<file path="config.mk">
export PLATFORM = sky130hd
export DESIGN_NAME = conv_3x3_4ch_win_sched
export DESIGN_NICKNAME = d
export VERILOG_FILES = /design/src/rtl/conv_3x3_4ch_win_sched.sv
export SDC_FILE = /design/constraint.sdc
export NUM_CORES = 2
export LEC_CHECK = 0
export BUFFER_PORTS_ARGS = -buffer_cell sky130_fd_sc_hd__buf_2
export CAP_MARGIN = 30
export CELL_PAD_IN_SITES_DETAIL_PLACEMENT = 0
export CELL_PAD_IN_SITES_GLOBAL_PLACEMENT = 1
export CORE_MARGIN = 4
export CORE_UTILIZATION = 50
export CTS_BUF_LIST = sky130_fd_sc_hd__clkbuf_4 sky130_fd_sc_hd__clkbuf_8
export CTS_CLUSTER_DIAMETER = 30
export DETAILED_ROUTE_END_ITERATION = 10
export HOLD_SLACK_MARGIN = 0.12
export PLACE_DENSITY_LB_ADDON = 0.1
export SETUP_SLACK_MARGIN = 0.2
export SLEW_MARGIN = 0
export SYNTH_ARGS = -nofsm -noshare
export SYNTH_HDL_FRONTEND = slang
export SYNTH_SLANG_ARGS = --single-unit
</file>
<file path="constraint.sdc">
create_clock -name clk -period 12.6 [get_ports clk]
set_input_delay 1.89 -clock clk [delete_from_list [all_inputs] [get_ports clk]]
set_output_delay 1.89 -clock clk [all_outputs]
set_load 0.01 [all_outputs]
</file>
<file path="src/rtl/conv_3x3_4ch_win_sched.sv">
// Streaming 3x3 window scheduler: two line buffers build interior windows from a raster
// pixel stream, feed the 4-channel convolution core and register results onto valid/ready.

module conv_3x3_4ch_lane #(
    parameter int CH    = 0,
    parameter int VEC_W = 16
) (
    input  logic [71:0]      pixels_in,
    output logic [VEC_W-1:0] sum
);
    // Tap k of channel CH carries weight k+2+CH; worst case 81*255 fits in 16 bits.
    always_comb begin
        sum = '0;
        for (int k = 0; k < 9; k++)
            sum = sum + VEC_W'(pixels_in[8*k +: 8]) * VEC_W'(k + 2 + CH);
    end
endmodule

module conv_3x3_4ch_vl1 #(
    parameter int NUM_LANES = 4,
    parameter int VEC_W     = 16
) (
    input  logic [71:0]                pixels_in,
    output logic [NUM_LANES*VEC_W-1:0] result
);
    logic [NUM_LANES-1:0][VEC_W-1:0] lane_sum;

    for (genvar g = 0; g < NUM_LANES; g++) begin : g_lane
        conv_3x3_4ch_lane #(.CH(g), .VEC_W(VEC_W)) u_lane (
            .pixels_in (pixels_in),
            .sum       (lane_sum[g])
        );
    end

    assign result = lane_sum;
endmodule

module conv_3x3_4ch_win_sched #(
    parameter int IMG_W = 8,
    parameter int IMG_H = 8
) (
    input  logic        clk,
    input  logic        rst,
    input  logic [7:0]  pix_in,
    input  logic        pix_valid,
    output logic        pix_ready,
    output logic [63:0] res_out,
    output logic        res_valid,
    input  logic        res_ready,
    output logic [71:0] win_dbg,
    output logic        frame_done,
    output logic        busy
);
    localparam int CW = $clog2(IMG_W);
    localparam int RW = $clog2(IMG_H);
    localparam logic [CW-1:0] COL_LAST = CW'(IMG_W - 1);
    localparam logic [RW-1:0] ROW_LAST = RW'(IMG_H - 1);

    logic [CW-1:0] col;
    logic [RW-1:0] row;
    logic [7:0]    lb0 [IMG_W];
    logic [7:0]    lb1 [IMG_W];

    // [r][c] with r=0 the oldest row, c=0 the leftmost column; flattens to tap 3r+c.
    logic [2:0][2:0][7:0] win, win_nxt;
    logic [2:0][7:0]      col_new;
    logic                 win_vld;
    logic                 s2_free, accept, emit;
    logic [63:0]          core_res;

    assign s2_free   = !res_valid || res_ready;
    assign pix_ready = !win_vld || s2_free;
    assign accept    = pix_valid && pix_ready;
    assign emit      = accept && (row >= RW'(2)) && (col >= CW'(2));
    assign busy      = win_vld || res_valid || (col != '0) || (row != '0);

    always_comb begin
        col_new = {pix_in, lb0[col], lb1[col]};
        win_nxt = '0;
        for (int r = 0; r < 3; r++) begin
            win_nxt[r][0] = win[r][1];
            win_nxt[r][1] = win[r][2];
            win_nxt[r][2] = col_new[r];
        end
    end

    always_ff @(posedge clk) begin
        if (accept) begin
            lb1[col] <= lb0[col];
            lb0[col] <= pix_in;
        end
    end

    always_ff @(posedge clk or posedge rst) begin
        if (rst) begin
            col        <= '0;
            row        <= '0;
            win        <= '0;
            win_dbg    <= '0;
            win_vld    <= 1'b0;
            res_out    <= '0;
            res_valid  <= 1'b0;
            frame_done <= 1'b0;
        end else begin
            frame_done <= accept && (col == COL_LAST) && (row == ROW_LAST);
            if (accept) begin
                win <= win_nxt;
                if (col == COL_LAST) begin
                    col <= '0;
                    row <= (row == ROW_LAST) ? '0 : row + 1'b1;
                end else begin
                    col <= col + 1'b1;
                end
            end
            // A new window may load while the previous one advances to the output stage.
            if (emit)
                win_dbg <= win_nxt;
            if (emit)
                win_vld <= 1'b1;
            else if (s2_free)
                win_vld <= 1'b0;
            if (win_vld && s2_free) begin
                res_out   <= core_res;
                res_valid <= 1'b1;
            end else if (res_ready) begin
                res_valid <= 1'b0;
            end
        end
    end

    conv_3x3_4ch_vl1 u_core (
        .pixels_in (win_dbg),
        .result    (core_res)
    );
endmodule

</file>
After elaboration in Yosys (flattened, before gate mapping)
Memories as Yosys holds them, arrays and structs flattened.
Cells that the tools add are included.
W data, S select, Z words.
{"block": "totals", "elab_cells": 107, "register_bits": 193, "in_bits": 12, "mem_bits_rw": 128, "n_memories": 2}
{"block": "classes", "mux": 8, "multipliers": 28, "n_lt_le_gt_ge": 2, "add_sub_neg": 34, "n_eq_ne": 2, "reduce_logical": 18}
{"name": "lb0", "depth": 8, "width": 8, "rd": 1, "rd_clocked_by_memory_dff": 0, "wr": 1, "line": "61", "text": "logic [7:0] lb0 [IMG_W];"}
{"name": "lb1", "depth": 8, "width": 8, "rd": 1, "rd_clocked_by_memory_dff": 0, "wr": 1, "line": "62", "text": "logic [7:0] lb1 [IMG_W];"}
{"op": "$add A16 B12 Y16", "n": 10}
{"op": "$mul A8 B3 Y11 const B", "n": 12}
{"op": "$mul A8 B4 Y12 const B", "n": 8}
{"op": "$mul A8 B2 Y10 const B", "n": 8}
{"op": "$add A13 B11 Y14", "n": 4}
{"op": "$add A12 B11 Y13", "n": 4}
{"op": "$add A15 B12 Y16", "n": 3}
{"op": "$add A14 B11 Y15", "n": 3}
{"op": "$add A11 B11 Y12", "n": 2}
{"op": "$add A15 B11 Y16", "n": 1}
{"op": "$add A14 B12 Y15", "n": 1}
{"op": "$add A10 B11 Y12", "n": 1}
{"op": "$add A11 B10 Y12", "n": 1}
{"op": "$add A10 B10 Y11", "n": 1}
{"op": "$add A9 B10 Y11", "n": 1}
{"op": "$add A3 B1 Y3 const B", "n": 2}
{"op": "$eq A3 B3 Y1 const B", "n": 2}
{"op": "$ge A3 B2 Y1 const B", "n": 2}
{"op": "$logic_and A1 B1 Y1", "n": 6}
{"op": "$mux W1", "n": 6}
{"op": "$mux W3", "n": 2}
{"op": "$reduce_bool A3 Y1", "n": 2}
{"op": "$logic_or A1 B1 Y1", "n": 5}
{"op": "$reduce_bool A2 Y1", "n": 2}
{"op": "2 further kinds", "n": 3}

Longest topological paths before layout
{"block": "depth", "depth_word": 9, "depth_mapped": 28}

Hierarchy
From an unflattened synthesis, not the netlist that was laid out.
{"block": "unflattened", "cells_unflattened": 2737, "area_unflattened_um2": 30810.8}
{"mod": "conv_3x3_4ch_win_sched", "cells_per_inst": 753, "seq_area_each_um2": 8673.3, "n_inst": 1, "area_per_inst_um2": 12200.5}
{"mod": "conv_3x3_4ch_lane at u_core.g_lane[3].u_lane", "cells_per_inst": 521, "seq_area_each_um2": 0.0, "n_inst": 1, "area_per_inst_um2": 5096.1}
{"mod": "conv_3x3_4ch_lane at u_core.g_lane[2].u_lane", "cells_per_inst": 545, "seq_area_each_um2": 0.0, "n_inst": 1, "area_per_inst_um2": 4884.7}
{"mod": "conv_3x3_4ch_lane at u_core.g_lane[1].u_lane", "cells_per_inst": 498, "seq_area_each_um2": 0.0, "n_inst": 1, "area_per_inst_um2": 4682.0}
{"mod": "conv_3x3_4ch_lane at u_core.g_lane[0].u_lane", "cells_per_inst": 420, "seq_area_each_um2": 0.0, "n_inst": 1, "area_per_inst_um2": 3947.5}

Worst setup path before layout
OpenSTA, ideal clock, no wires.
{"block": "synth_path", "kind": "reg-to-reg", "from": "reg win_dbg[43]", "to": "reg res_out[60]", "slack_ns": 5.893, "path_buffers": 0, "arrival_ns": 6.574, "t_required_ns": 12.467, "stages_incl_launch_ff": 26, "setup_ns": 0.133, "path_cell_list": "dfrtp_1 ha_1 ha_1 inv_1 fa_1 inv_1 a21oi_1 o21bai_1 xor2_1 fa_1 fa_1 fa_1 inv_1 fa_1 inv_1 fa_1 fa_1 inv_1 fa_1 inv_1 ha_1 or2_2 a21boi_0 a31oi_1 xnor2_1 o21ai_0"}
{"block": "synth_between", "elab_chain_cells": 5}
{"element": "start, declared", "line": "50", "text": "output logic [71:0] win_dbg,"}
{"element": "start signal, assigned", "line": "117", "text": "win_dbg <= win_nxt;"}
{"element": "$mul A8 B3 Y11", "line": "15", "text": "sum = sum + VEC_W'(pixels_in[8*k +: 8]) * VEC_W'(k + 2 + CH);"}
{"element": "$add A15 B12 Y16", "line": "15"}
{"element": "$add A16 B12 Y16 (3 in series)", "line": "15"}
{"element": "end signal, assigned", "line": "123", "text": "res_out <= core_res;"}
{"element": "end, declared", "line": "47", "text": "output logic [63:0] res_out,"}
No other way between the ends.
A chain may end at the register's enable or synchronous reset.

Worst setup path after layout
{"block": "layout_path", "from": "reg win_dbg[10]", "to": "reg res_out[57]"}
{"block": "layout_between", "elab_chain_cells": 9}
{"element": "$mul A8 B2 Y10", "line": "15"}
{"element": "$add A11 B11 Y12", "line": "15"}
{"element": "$add A12 B11 Y13", "line": "15"}
{"element": "$add A13 B11 Y14", "line": "15"}
{"element": "$add A14 B12 Y15", "line": "15"}
{"element": "$add A15 B12 Y16", "line": "15"}
{"element": "$add A16 B12 Y16 (3 in series)", "line": "15"}
No other way between the ends.

==> parameters.txt <==
Parameter                              Value

Clocking
  Hold buffer count at cts ... 0
  Number of H-tree levels ... 3
  Total clock buffers created by CTS ... between 70 and 80
  Clk buf depth ... 3
  TritonCTS clock tree ... built
  Clk sinks ... 318
  Clock root cell ... clkbuf_8
  Clock transition time at the flip-flop clock pins of the worst setup and hold paths ... approximately 60 ps
  Setup Fix Bufs, Post-CTS ... 0
  Post-CTS sizing ... 0
  Clk Latency, worst-skew pair ... 680 ps

Detailed routing
  Drt initial violations ... 1154
  # DRC ... 0
  Vias ... 19395
  Final WL ... 85500 um
  Antenna-violating nets left ... 0
  Avg Vias per Cell ... 5.276
  Wire length per cell ... roughly 23 um
  First-pass iteration count of the detailed router ... 5

Layout
  Combined area of the multi-input logic cells ... between 0.015 and 0.02 sq mm
  Number of nets in the final layout ... 3612
  Final-layout fill cell count ... around 5000
  Share of post-route cells with drive strength above 1 ... 0.1495
  Area of all placed cells without fillers ... between 0.03 and 0.04 sq mm
  Post-Route Utilization ... 0.5733
  Register area ... around 0.0086 sq mm
  Layout overhead on the synthesized area ... 12.93%

Critical path
  Crit-path cells ... ha_1 -> a21o_1 -> a21oi_1 -> o21ai_0 -> nor2_1 -> xnor2_1 -> fa_1 -> fa_1 -> fa_1 -> fa_1 -> fa_1 -> fa_1 -> inv_1 -> fa_1 -> inv_1 -> ha_1 -> a21oi_1 -> a21oi_1 -> nor2_1 -> xor2_1 -> o21ai_0
  Reg2Reg Depth ... 21
  Worst path top cell family by delay ... adder cells
  Cell seen most often among critical-path stages ... fa_1
  Worst Setup Start Kind ... flip-flop
  Slowest CP cell ... dfrtp_1
  Arr. time, crit path ... around 8000 ps
  Count of buffer and inverter cells on the critical path ... 2
  Data required time at the worst endpoint ... 13120 ps
  Critical Path Sink Type ... flip-flop
  Highest net fanout along the worst path ... 10
  Largest stage delay on the critical path ... around 750 ps
  Worst flop-to-flop path endpoint ... res_out[57]
  Setup Crit Path Kind ... flip-flop to flip-flop
  Worst reg2reg setup slack ... between 5000 and 6000 ps
  Beginning of the worst register-to-register path ... win_dbg[10]

STA
  Final-layout setup total negative slack ... 0 ps
  Number of setup violations in the final report ... 0
  Max Clk Rate ... roughly 0.14 GHz
  Ratio of final minimum period to clock period ... 0.5812
  Min Clock Period, post-route ... 7324 ps
  Total count of max-transition violations in the final report ... 0
  Clk_skew ... 43.41 ps
  Hold Violations, Final ... 0
  Worst hold slack after final layout ... 467.4 ps
  Tightest slew margin relative to the limit ... 0.3059
  Setup repair after global routing missed its margin ... false
  Tightest Pin Transition ... 1037 ps

Yosys
  Number of cells produced by synthesis ... between 2000 and 3000
  Post-synthesis instance area ... around 0.03 sq mm
  Area share of the leading cell type in the synthesized netlist ... 0.2943
  Synthesized area per cell ... 11.26 sq um
  FFs w/ async S/R, synth ... 0.5975
  Distinct cells, synth ... 64
  Proportion of synthesized chip area in sequential cells ... 0.2919
  YS warnings ... 0
  Number of synthesized flops with an enable pin ... 128
  Biggest area consumer among synthesized cells ... fa_1
  Synth Register Bits ... around 320
  Top cells by area, synth ... fa_1 (29%), dfrtp_1 (16%), ha_1 (14%), edfxtp_1 (13%), inv_1 (8.0%)
  Top FF cell, synth ... dfrtp_1

Min path
  Worst min-delay path class ... flip-flop to flip-flop
  Min-Delay Path Depth ... 2
  Beginning of the worst hold path ... res_out[34]
  Worst hold path endpoint ... res_out[34]

Floorplanning
  Floorplan die width ... 250.7 um
  DIE HEIGHT ... 250.7 um
  Initial standard-cell utilization of the core ... 0.5077
  I/O pin count ... 152
  Die ar. ... 0.06286 sq mm
  Cell Rows ... 88
  Floorplan core area ... 0.05803 sq mm

Global routing
  Maximum number of pins on one net before global-route repair ... about 130
  Number of global-route vias before repair ... around 21000
  Gr ovfl total ... 0
  First-pass GRT wire length ... about 130000 um
  Overall track demand over capacity in global routing ... 0.2796
  Number of antenna violations at the first check in global routing ... 2

Placed design
  Input/output buffers ... 149
  Cell area after placement ... 0.03134 sq mm
  Weighted congestion at the end of routability-driven global placement ... 0.9430
  Post-DP HPWL ... roughly 66000 um

Flow run
  Maximum capacitance violations ... 0

Status
  Result of the run ... finished clean
==> cell families after synthesis <==
| logic type | Yosys count | share of synthesized area |
|---|---|---|
| AO/OA/AOI/OAI | 296 | 0.06579 |
| XOR/XNOR | 88 | 0.02616 |
| adder cells (fa/ha/maj) | 755 | 0.4310 |
| buffers and inverters | 679 | 0.09051 |
| flip-flops | 318 | 0.2919 |
| multiplexers | 103 | 0.04107 |
| other | 1 | 0.0001273 |
| AND/OR/NAND/NOR | 377 | 0.05343 |
==> cell type report <==
| class | count | share of cell area |
|---|---|---|
| well taps | 765 | 0.02877 |
| multi-input cells | 1621 | 0.5490 |
| clock inverters | 49 | 0.01881 |
| clock buffers | 95 | 0.03705 |
| diodes | 1 | 0.00007522 |
| inverters | 628 | 0.07108 |
| flip-flops and latches | 318 | 0.2585 |
| repair buffers | 199 | 0.03678 |
==> routing by layer <==
metal	GRT usage	share of wire	vias up
li1	-	-	8779
met5	0	0	-
met3	0.06001	0.071	136
met2	0.4251	0.45	590
met4	0.08924	0.032	0
met1	0.4055	0.45	9890
==> flip-flops by register name, summed over array words and instances (netlist names) <==
signal / count
res_out: 61
frame_done: 1
row: 3
win_vld: 1
lb1: 64
win: 48
res_valid: 1
col: 3
win_dbg: 72
lb0: 64
==> stage by stage <==
| step | setup slack [ps] | cells |
|---|---|---|
| after floorplan | 5540 | 2618 |
| after global placement | 5448 | 3523 |
| after detailed placement | 5389 | 3528 |
| after CTS | 5389 | 3672 |
| after global routing | 4920 | 3676 |
| final | 5276 | 3676 |
==> worst max path at each step <==
stage,end,start,depth (start not counted)
3_3_place_gp,res_out[60],win_dbg[40],25
6_report,res_out[57],win_dbg[10],21
4_1_cts,res_out[59],win_dbg[9],26
3_5_place_dp,res_out[59],win_dbg[10],21
2_1_floorplan,col[0],rst,1
5_1_grt,res_out[57],win_dbg[9],26
==> cells in the final DEF, fill, tap and decap left out, types with 7 or more instances in the layout <==
cell type / instances
inv_1: 625
fa_1: 433
ha_1: 322
nand2_1: 262
dfrtp_1: 190
buf_2: 149
edfxtp_1: 128
o21ai_0: 83
clkbuf_8: 83
mux2_2: 72
xnor2_1: 58
a21oi_1: 56
a21o_1: 45
buf_4: 43
nor2_1: 38
xor2_1: 30
o21bai_1: 18
mux2i_1: 17
a221oi_1: 15
nand2b_1: 14
clkinv_2: 13
nor2b_1: 12
nor3_1: 12
clkbuf_4: 12
bufinv_16: 12
a211oi_1: 11
o21a_1: 8
clkinv_1: 8
a22oi_1: 7
nand3_1: 7
mux2_1: 7
==> Yosys cell counts, types with 8 or more instances <==
cell type and number:
a211oi_1 11, a21o_1 45, a21oi_1 56, a221oi_1 15, buf_2 16, buf_6 10, clkbuf_1 19, dfrtp_1 190
edfxtp_1 128, fa_1 433, ha_1 322, inv_1 626, mux2_2 72, mux2i_1 17, nand2_1 264, nand2b_1 14
nor2_1 39, nor2b_1 12, nor3_1 16, o21a_1 8, o21ai_0 83, o21bai_1 18, xnor2_1 58, xor2_1 30
==> tightest hold or removal path: stages (launching register included) <==
cell     delay (ps)
dfrtp_1         330
nand2_1          50
nand2_1          50
Power is left out: the tool's default activity adds up to more than one toggle a clock period on the data nets, which glitch-free logic cannot reach.
